<file path="src/rtl/fetch_queue.sv">
// Decoupled fetch stage: owns the PC, keeps up to MAX_OUT requests in flight
// to instruction memory, and buffers returned instructions for decode.
module fetch_queue #(
    parameter int          WIDTH    = 16,
    parameter int          DEPTH    = 4,
    parameter int          MAX_OUT  = 2,
    parameter logic [WIDTH-1:0] RESET_PC = '0,
    parameter int          INC      = 2
) (
    input  logic             clk,
    input  logic             rst,
    input  logic             halt,
    input  logic             redirect,
    input  logic [WIDTH-1:0] redirect_pc,
    output logic             imem_req,
    output logic [WIDTH-1:0] imem_addr,
    input  logic             imem_gnt,
    input  logic             imem_rvalid,
    input  logic [WIDTH-1:0] imem_rdata,
    output logic             dec_valid,
    input  logic             dec_ready,
    output logic [WIDTH-1:0] dec_instr,
    output logic [WIDTH-1:0] dec_pc2,
    output logic             err
);

    localparam int AW = (DEPTH > 1) ? $clog2(DEPTH) : 1;
    localparam int CW = $clog2(DEPTH + 1);
    localparam int OW = $clog2(MAX_OUT + 1);
    localparam int SW = $clog2(DEPTH + MAX_OUT + 1) + 1;
    localparam logic [WIDTH-1:0] INC_W = WIDTH'(INC);

    logic [WIDTH-1:0] r_pc;
    logic [WIDTH-1:0] r_rsp_pc;
    logic [OW-1:0]    r_outst;
    logic [OW-1:0]    r_drop;
    logic [CW-1:0]    r_count;
    logic [AW-1:0]    r_rd;
    logic [AW-1:0]    r_wr;
    logic [WIDTH-1:0] r_instr [DEPTH];
    logic [WIDTH-1:0] r_pc2   [DEPTH];
    logic             r_err;

    logic             w_rsp_ok;
    logic             w_spur;
    logic             w_stale;
    logic             w_push;
    logic             w_pop;
    logic             w_fire;
    logic [SW-1:0]    w_fill;
    logic [OW-1:0]    w_outst_nx;

    // A response with nothing in flight is a protocol violation and is ignored.
    assign w_rsp_ok = imem_rvalid & (r_outst != '0);
    assign w_spur   = imem_rvalid & (r_outst == '0);
    assign w_stale  = w_rsp_ok & (r_drop != '0);
    assign w_push   = w_rsp_ok & ~w_stale & ~redirect;
    assign w_pop    = dec_valid & dec_ready & ~redirect;

    // Live in-flight requests already own a queue slot; a same-cycle pop is not credited.
    assign w_fill = SW'(r_count) + SW'(r_outst) - SW'(r_drop);

    assign imem_req = ~redirect & ~halt
                    & (r_outst < OW'(MAX_OUT))
                    & (w_fill < SW'(DEPTH));
    assign imem_addr = r_pc;
    assign w_fire    = imem_req & imem_gnt;

    assign w_outst_nx = r_outst + OW'(w_fire) - OW'(w_rsp_ok);

    assign dec_valid = (r_count != '0);
    assign dec_instr = r_instr[r_rd];
    assign dec_pc2   = r_pc2[r_rd];
    assign err       = r_err;

    always_ff @(posedge clk) begin
        if (!rst) begin
            r_pc     <= RESET_PC;
            r_rsp_pc <= RESET_PC;
            r_outst  <= '0;
            r_drop   <= '0;
            r_count  <= '0;
            r_rd     <= '0;
            r_wr     <= '0;
            r_err    <= 1'b0;
            for (int i = 0; i < DEPTH; i++) begin
                r_instr[i] <= '0;
                r_pc2[i]   <= '0;
            end
        end else begin
            r_outst <= w_outst_nx;
            if (w_spur) begin
                r_err <= 1'b1;
            end
            if (redirect) begin
                // Everything still in flight now belongs to the old path.
                r_pc     <= redirect_pc;
                r_rsp_pc <= redirect_pc;
                r_count  <= '0;
                r_rd     <= '0;
                r_wr     <= '0;
                r_drop   <= r_outst - OW'(w_rsp_ok);
            end else begin
                if (w_fire) begin
                    r_pc <= r_pc + INC_W;
                end
                if (w_stale) begin
                    r_drop <= r_drop - OW'(1);
                end
                if (w_push) begin
                    r_instr[r_wr] <= imem_rdata;
                    r_pc2[r_wr]   <= r_rsp_pc + INC_W;
                    r_wr          <= r_wr + AW'(1);
                    r_rsp_pc      <= r_rsp_pc + INC_W;
                end
                if (w_pop) begin
                    r_rd <= r_rd + AW'(1);
                end
                case ({w_push, w_pop})
                    2'b10:   r_count <= r_count + CW'(1);
                    2'b01:   r_count <= r_count - CW'(1);
                    default: r_count <= r_count;
                endcase
            end
        end
    end

endmodule
</file>
<file path="config.mk">
export PLATFORM = sky130hd
export DESIGN_NAME = fetch_queue
export DESIGN_NICKNAME = d
export VERILOG_FILES = /design/src/rtl/fetch_queue.sv
export SDC_FILE = /design/constraint.sdc
export NUM_CORES = 1
export LEC_CHECK = 0
export ABC_AREA = 1
export CAP_MARGIN = 20
export CORE_UTILIZATION = 28
export DETAILED_ROUTE_END_ITERATION = 8
export PLACE_DENSITY_LB_ADDON = 0.2
export REMOVE_ABC_BUFFERS = 1
export SYNTH_ARGS = -nofsm -noshare
export SYNTH_HDL_FRONTEND = slang
export SYNTH_SLANG_ARGS = --single-unit
</file>
<file path="constraint.sdc">
create_clock -name clk -period 4.55 [get_ports clk]
set_clock_uncertainty 0.05 [all_clocks]
set_input_delay 1.1375 -clock clk [delete_from_list [all_inputs] [get_ports clk]]
set_output_delay 1.1375 -clock clk [all_outputs]
set_load 0.01 [all_outputs]
</file>
## Word level (Yosys, flattened, before mapping)

Memory sizes are Yosys's and may differ from the RTL's. A register that Yosys moved wholly into a read port is not among the register bits.
Cells that the tools add are included.

| word-level totals | value |
|---|---|
| bits in registers | 44 |
| RAM bits | 128 |
| input port bits | 39 |
| output and inout port bits | 51 |
| logic and storage cells | 74 |
| memories | 2 |

Memories:

| memory | words | bits a word | read ports | clocked after Yosys merged registers in | write ports | RTL line | text |
|---|---|---|---|---|---|---|---|
| r_instr | 4 | 16 | 1 | 1 | 4 | 40 | `logic [WIDTH-1:0] r_instr [DEPTH];` |
| r_pc2 | 4 | 16 | 1 | 1 | 4 | 41 | `logic [WIDTH-1:0] r_pc2 [DEPTH];` |

| cells by class | value |
|---|---|
| add/subtract/negate cells | 12 |
| magnitude comparators | 2 |
| equality and inequality tests | 2 |
| multiplexer cells | 22 |
| bitwise logic cells | 15 |
| reduce and logical (&&, ||, !) cells | 11 |

Operator list:

| cell | number |
|---|---|
| two-way mux 16 bit | 6 |
| adder 16 x 2 -> 16 bit, second input constant | 2 |
| OR reduction 16 bit | 2 |
| two-way mux 2 bit | 8 |
| nonzero test 2 bit | 6 |
| AND 1 bit | 11 |
| two-way mux 1 bit | 7 |
| one-hot mux 3 bit (2 select lines) | 1 |
| adder 2 x 1 -> 2 bit, second input constant | 2 |
| adder 3 x 2 -> 4 bit | 1 |
| less-than comparator 4 x 3 -> 1 bit, second input constant | 1 |
| inverter 1 bit | 4 |
| subtractor 2 x 1 -> 2 bit | 2 |
| subtractor 4 x 2 -> 4 bit | 1 |
| adder 3 x 1 -> 3 bit, second input constant | 1 |
| nonzero test 3 bit | 1 |
| subtractor 3 x 1 -> 3 bit, second input constant | 1 |
| adder 2 x 1 -> 2 bit | 1 |
| equality test 2 x 1 -> 1 bit, second input constant | 1 |
| equality test 2 bit, second input constant | 1 |
| zero test 2 bit | 1 |
| less-than comparator 2 bit, second input constant | 1 |
| OR reduction 2 bit | 1 |
| subtractor 2 x 1 -> 2 bit, second input constant | 1 |

## Depth between registers and ports, before layout

Gate-level depths: netlist (run 1).

| logic depth | value |
|---|---|
| word-level depth | 12 |
| depth in mapped cells | 19 |
| depth with buffers taken out | 18 |

## Worst setup path after synthesis (run 1)

Ideal clock, no wire load.

| timing path | value |
|---|---|
| path type | input to register |
| from | in imem_rvalid |
| to | mem r_instr[3][0], enable pin |
| setup time | 0.470 ns |
| arrival | 4.045 ns |
| data required time | 4.030 ns |
| setup slack | -0.015 ns |
| cell stages on the path | 6 |
| buffers on the path | 0 |
| path through | inv_1 nor2_4 nand2_2 nor2_2 inv_1 o31ai_1 |

RTL lines:

| element | RTL line | text |
|---|---|---|
| start: declaration | 18 | `input logic imem_rvalid,` |
| end: declaration | 40 |  |

## Worst setup path after layout (run 1)

| timing path | value |
|---|---|
| from | reg r_outst[1] |
| to | out imem_req |

| between the ends | value |
|---|---|
| cells in the longest elaborated chain, start to end | 4 |
| elaborated cells on any way between the ends | 6 |

RTL lines:

| element | RTL line | text |
|---|---|---|
| start: declaration | 35 | `logic [OW-1:0] r_outst;` |
| start signal: assignment | 91 | `r_outst <= w_outst_nx;` |
| adder 3 x 2 -> 4 bit | 61 | `assign w_fill = SW'(r_count) + SW'(r_outst) - SW'(r_drop);` |
| subtractor 4 x 2 -> 4 bit | 61 |  |
| less-than comparator 4 x 3 -> 1 bit | 65 | `& (w_fill < SW'(DEPTH));` |
| AND 1 bit * | 65 |  |
| end: declaration | 15 | `output logic imem_req,` |

Every way passes the cells marked *; elsewhere a longest branch is shown, timed or not.

==> results of run 1 <==
routing by layer:
metal  vias up  global-route usage  part of all wire  wire (um)
met4         0              0.0347             0.010        221
li1       3231                   -                 -          -
met3        13              0.0372             0.050       1060
met5         -                   0                 0          0
met1      3003               0.195              0.49      10400
met2       153               0.228              0.45       9650
synth_stat cells, types with 8 or more instances:
| cell | n | area (sq um) |
|---|---|---|
| ha_1 | 10 | 125 |
| nand2_1 | 121 | 454 |
| o21ai_0 | 95 | 475 |
| a21oi_1 | 28 | 140 |
| edfxtp_1 | 128 | 3840 |
| dfxtp_1 | 46 | 921 |
| xor2_1 | 13 | 114 |
| nor2_4 | 13 | 146 |
| a31oi_1 | 8 | 50.1 |
| inv_2 | 21 | 78.8 |
| clkbuf_1 | 26 | 97.6 |
| nor2_2 | 11 | 68.8 |
| o22ai_1 | 34 | 213 |
| nand3_1 | 36 | 180 |
| inv_1 | 83 | 312 |
| nor2_1 | 206 | 773 |
path summary, 6_finish.rpt:
| path | cells past startpoint | end | startpoint |
|---|---|---|---|
| worst max-delay path | 12 | imem_req | r_outst[1]$_SDFF_PN0_ |
| worst min-delay path | 1 | r_count[0]$_SDFFE_PP0P_ | r_count[0]$_SDFFE_PP0P_ |
| worst max register to register | 19 | r_outst[1]$_SDFF_PN0_ | r_outst[1]$_SDFF_PN0_ |
| worst min register to register | 1 | r_count[0]$_SDFFE_PP0P_ | r_count[0]$_SDFFE_PP0P_ |
through the flow:
| stage | util | worst slack, ps | TNS, ps |
|---|---|---|---|
| after floorplan | - | -245 | -7850 |
| after global placement | 0.333 | 690 | 0 |
| after detailed placement | 0.333 | 692 | 0 |
| after CTS | 0.353 | 417 | 0 |
| after global routing | 0.353 | 234 | 0 |
| final | 0.353 | 458 | 0 |
cell type report:
type,count,area (sq um),area share
Timing Repair Buffer,107,1040,0.102
Inverter,108,405,0.0397
Sequential cell,174,4770,0.467
Clock inverter,14,134,0.0131
Multi-Input combinational cell,600,2950,0.289
Clock buffer,18,429,0.0421
Tap cell,384,480,0.0471
placed cells by master (no fill, tap or decap), drive strengths merged:
master / instances
nand4: 4
nor2: 230
o31ai: 2
dfxtp: 46
a31oi: 8
nor3: 5
nand3b: 3
clkdlybuf4s50: 89
buf: 18
o21ai: 95
inv: 110
bufinv: 1
nand3: 37
xnor2: 1
clkbuf: 18
edfxtp: 128
or2: 3
a21oi: 29
clkinv: 7
ha: 10
clkinvlp: 4
xor2: 13
nand2: 124
o22ai: 34
fa: 2
worst max-delay path: stages, from the launching register on:
cell             delay, ps
dfxtp_1                440
inv_1                  100
fa_1                   550
inv_1                   50
ha_1                   300
nand2_1                 60
inv_1                   40
nand2_1                 70
nand2_1                 50
nand2_1                 60
nand2_1                 70
nor3_1                 130
clkdlybuf4s50_1        560
report_power, final:
| part | switching [mW] | leakage [nW] | internal (mW) | total [mW] |
|---|---|---|---|---|
| registers | 0.0555 | 1.70 | 1.79 | 1.85 |
| clock network | 0.647 | 0.266 | 0.765 | 1.41 |
| logic | 0.335 | 1.87 | 0.234 | 0.569 |
registers in the layout (all words and copies together), names as in the netlist, named ones only:
| register | flops |
|---|---|
| r_drop | 2 |
| r_rd | 2 |
| imem_addr | 16 |
| r_pc2 | 64 |
| err | 1 |
| r_rsp_pc | 16 |
| r_outst | 2 |
| r_wr | 2 |
| r_instr | 64 |
| r_count | 3 |
logic make-up (layout without fill, tap and decap cells):
family	count (synthesis)	count (layout)	share of synthesized area
flops	174	174	0.574
fa+ha+maj	12	12	0.0199
xor+xnor	14	14	0.0148
buf+inv	149	247	0.0725
compound gates	168	168	0.109
simple gates	406	406	0.210
==> results_dict.tcl, run 1 <==
set metrics [dict create \
    rows 62 \
    setup_viol 0 \
    syn_area_sq_um 8300 \
    status "finished, final reports clean" \
    drive_above_1_share 0.0999 \
    routed-via-count 6400 \
    peakVddDrop_v 0.000210 \
    crit_path_end_kind "output pin" \
    dieWidth_um 174 \
    ys_types 33 \
    grt_pass1_vias 6358 \
    hold_buffers 0 \
    relSlewSlack 0.523 \
    cts.sinks 174 \
    fmax_mhz 244 \
    area_growth_pct 22.9 \
    die_y_um 174 \
    start_util 0.287 \
    postSynth.asyncResetShare 0 \
    gr-total-overflow 0 \
    slew_viol_final 0 \
    ys_warn_count 0 \
    syn_inst 923 \
    ys_seq_area_frac 0.574 \
    timing_worst_setup_path_type "reg2out" \
    num_antenna_cells 0 \
    fin_crit_ps 4090 \
    dieArea_sq_um 30400 \
    worst-path-max-fanout 5 \
    via_per_inst 4.56 \
    gp_congestion 0.762 \
    drtIter0Drc 433 \
    htreeDepth 4 \
    worstMarginPinSlew_ps 716 \
    startpoint_type "flip-flop" \
    ios 90 \
    synth_flop_cell "edfxtp_1" \
    p_leak_nw 3.84 \
    grt_pass1_wl_um 34000 \
    nets 1059 \
    placed_cell_area_sq_um 9640 \
    clockRootBuffer "clkbuf_16" \
    grt_use_total 0.144 \
    total_power_mw 3.83 \
    antenna_found_initial 0 \
    ys_ff_latch 174 \
    required_ps 3360 \
    cts_buffer_depth 2 \
    dp_cells 1373 \
    dr.pass1.iters 5 \
    cap_violations 0 \
    clk_latency_ps 420 \
    avgSynthCellArea_sq_um 9.00 \
    ff2ff_setup_slack_ps 1420 \
    cts.reportedPaths.clkPinSlew_ps 70 \
    portBuffers 89 \
    crit_arrival_ps 2900 \
    p_per_area_nw_per_um2 375 \
    final_cells 1405 \
    numCtsBuffers 17 \
    drt_drc_violations_left 0 \
    post_cts.repair.setup_buffers 0 \
    coreArea_sq_um 28900 \
    period_share 0.899 \
    grt_setup_unrepaired "false" \
    ant_nets 0 \
    drt_wl_total_um 21300 \
    dp_hpwl_um 13500 \
    hold_viol_final 0 \
    final_area_sq_um 10200 \
    grt_start_max_net_pins 65 \
    post_cts_resized 0 \
    n_fill_cell 2993 \
    tritoncts "built" \
    whs_ps 396 \
    hp-class "reg2reg" \
    post_drt_wl_per_cell_um 15.2 \
    synth_edf_count 128 \
]
Power figures use the tool's default switching activity.
==> run 2, diff against run 1 <==
Settings changed: CTS_CLUSTER_SIZE set to 14, HOLD_SLACK_MARGIN set to 0.12.
==> results of run 2 <==
Final layout, timing and power as in run 1 (identical DEF).
==> run 3, diff against run 2 <==
Settings changed: CORE_UTILIZATION 28 to 51, SKIP_LAST_GASP set to 1.
==> run 3 against run 2 <==
Count of clock-buffer cells in the layout up 2. Sequential cell count unchanged. Highest routed layer unchanged. Design area down 2.2%.
==> results_dict.tcl, run 3 (synthesis results as in run 1) <==
set metrics [dict create \
    hold_viol_final 0 \
    hold_buffers 0 \
    slowest_stage "clkdlybuf4s50_1" \
    coreArea_sq_um 15900 \
    multi_input_area_sq_um 2950 \
    start_util 0.523 \
    p_leak_nw 3.84 \
    slew_viol_final 0 \
    met2WireLength_um 8880 \
    place_ws_ps 723 \
    wl_met3_um 917 \
    num_antenna_cells 0 \
    layout_common_cells "nor2_1, edfxtp_1, nand2_1, o21ai_0, clkdlybuf4s50_1" \
    drt_wl_total_um 18600 \
    routed-via-count 6414 \
    grt_use_total 0.241 \
    setup_viol 0 \
    drt_drc_violations_left 0 \
    crit_arrival_ps 2840 \
    tritoncts "built" \
    clockRootBuffer "clkbuf_16" \
    post_cts_resized 0 \
    gp_congestion 0.915 \
    maxUsedRoutingLayer "met4" \
    fin_util 0.628 \
    drive_above_1_share 0.0922 \
    setup_ws_ps 521 \
    dp_hpwl_um 11600 \
    wl_met1_um 8440 \
    relSlewSlack 0.515 \
    hp-class "reg2reg" \
    worst-path-max-fanout 5 \
    peakVddDrop_v 0.000279 \
    post_drt_wl_per_cell_um 15.1 \
    rows 46 \
    dp_cells 1205 \
    cts.reportedPaths.clkPinSlew_ps 60 \
    clk_latency_ps 430 \
    ios 90 \
    cpPeakStageDelay_ps 560 \
    cts.sinks 174 \
    crit_top_cell "nand2_1" \
    portBuffers 89 \
    fmax_mhz 248 \
    crit_chain "inv_1 -> fa_1 -> inv_1 -> ha_1 -> nand2_1 -> inv_1 -> nand2_1 -> nand2_1 -> nand2_1 -> nand2_1 -> nor3_1 -> clkdlybuf4s50_1" \
    via_per_inst 5.19 \
    r2r_start "r_outst[1]$_SDFF_PN0_" \
    htreeDepth 4 \
    reg_top3 "r_instr: 64 flops, r_pc2: 64 flops" \
    status "finished, final reports clean" \
    crit_path_end_kind "output pin" \
    worstMarginPinSlew_ps 727 \
    antenna_found_initial 0 \
    crit_start "r_outst[1]$_SDFF_PN0_" \
    numCtsBuffers 17 \
    grt_pass1_vias 6187 \
    cap_violations 0 \
    dieWidth_um 130 \
    gr-total-overflow 0 \
    timing_worst_setup_path_type "reg2out" \
    seqCellArea_sq_um 4770 \
    grt_start_max_net_pins 65 \
    startpoint_type "flip-flop" \
    final_common_cell "nor2_1" \
    drtIter0Drc 441 \
    final_cells 1236 \
    cts_buffer_depth 2 \
    grt_pass1_wl_um 30400 \
    post_cts.repair.setup_buffers 0 \
    min-delay-start "imem_addr[0]$_SDFFE_PN0P_" \
    die_y_um 130 \
    dieArea_sq_um 16800 \
    area_growth_pct 20.2 \
    whs_ps 397 \
    n_fill_cell 1357 \
    period_share 0.885 \
    ant_nets 0 \
    p_per_area_nw_per_um2 381 \
    nets 1059 \
    dr.pass1.iters 5 \
    required_ps 3360 \
    grt_setup_unrepaired "false" \
    fin_crit_ps 4030 \
]
==> run 3: per-stage QoR <==
stage	setup TNS [ps]	power, mW	instance area, sq um
CTS	0	3.82	9980
finish	0	3.81	9980
floorplan	-7850	2.20	8110
global route	0	3.98	9980
global placement	0	2.42	9420
detailed placement	0	2.43	9420
==> run 3: final timing paths <==
kind,end,slack (ps),depth (start not counted)
max,imem_req,520,12
min,imem_addr[0]$_SDFFE_PN0P_,400,2
max reg2reg,r_outst[1]$_SDFF_PN0_,1270,18
min reg2reg,imem_addr[0]$_SDFFE_PN0P_,400,2
==> run 3: cell type report <==
type | instances | area share
clock buffers | 20 | 0.0438
clock inverters | 11 | 0.0124
inverters | 108 | 0.0406
multi-input cells | 600 | 0.296
flip-flops and latches | 174 | 0.478
well taps | 216 | 0.0271
repair buffers | 107 | 0.103
==> run 3: critical path, delay by kind of cell (launching register included) <==
kind          cells  cell delay (ps)
simple gates      6              420
fa+ha+maj         2              820
flops             1              430
buf+inv           4              730
==> run 3: report_power, final <==
| group | switching (mW) | internal [mW] |
|---|---|---|
| clock network | 0.562 | 0.846 |
| logic | 0.319 | 0.231 |
| registers | 0.0549 | 1.79 |
| total | 0.936 | 2.87 |
==> run 3: routing by layer <==
layer,vias up,global-route usage
li1,3229,-
met1,2970,0.302
met2,186,0.413
met3,29,0.0400
met4,0,0.101
met5,-,0
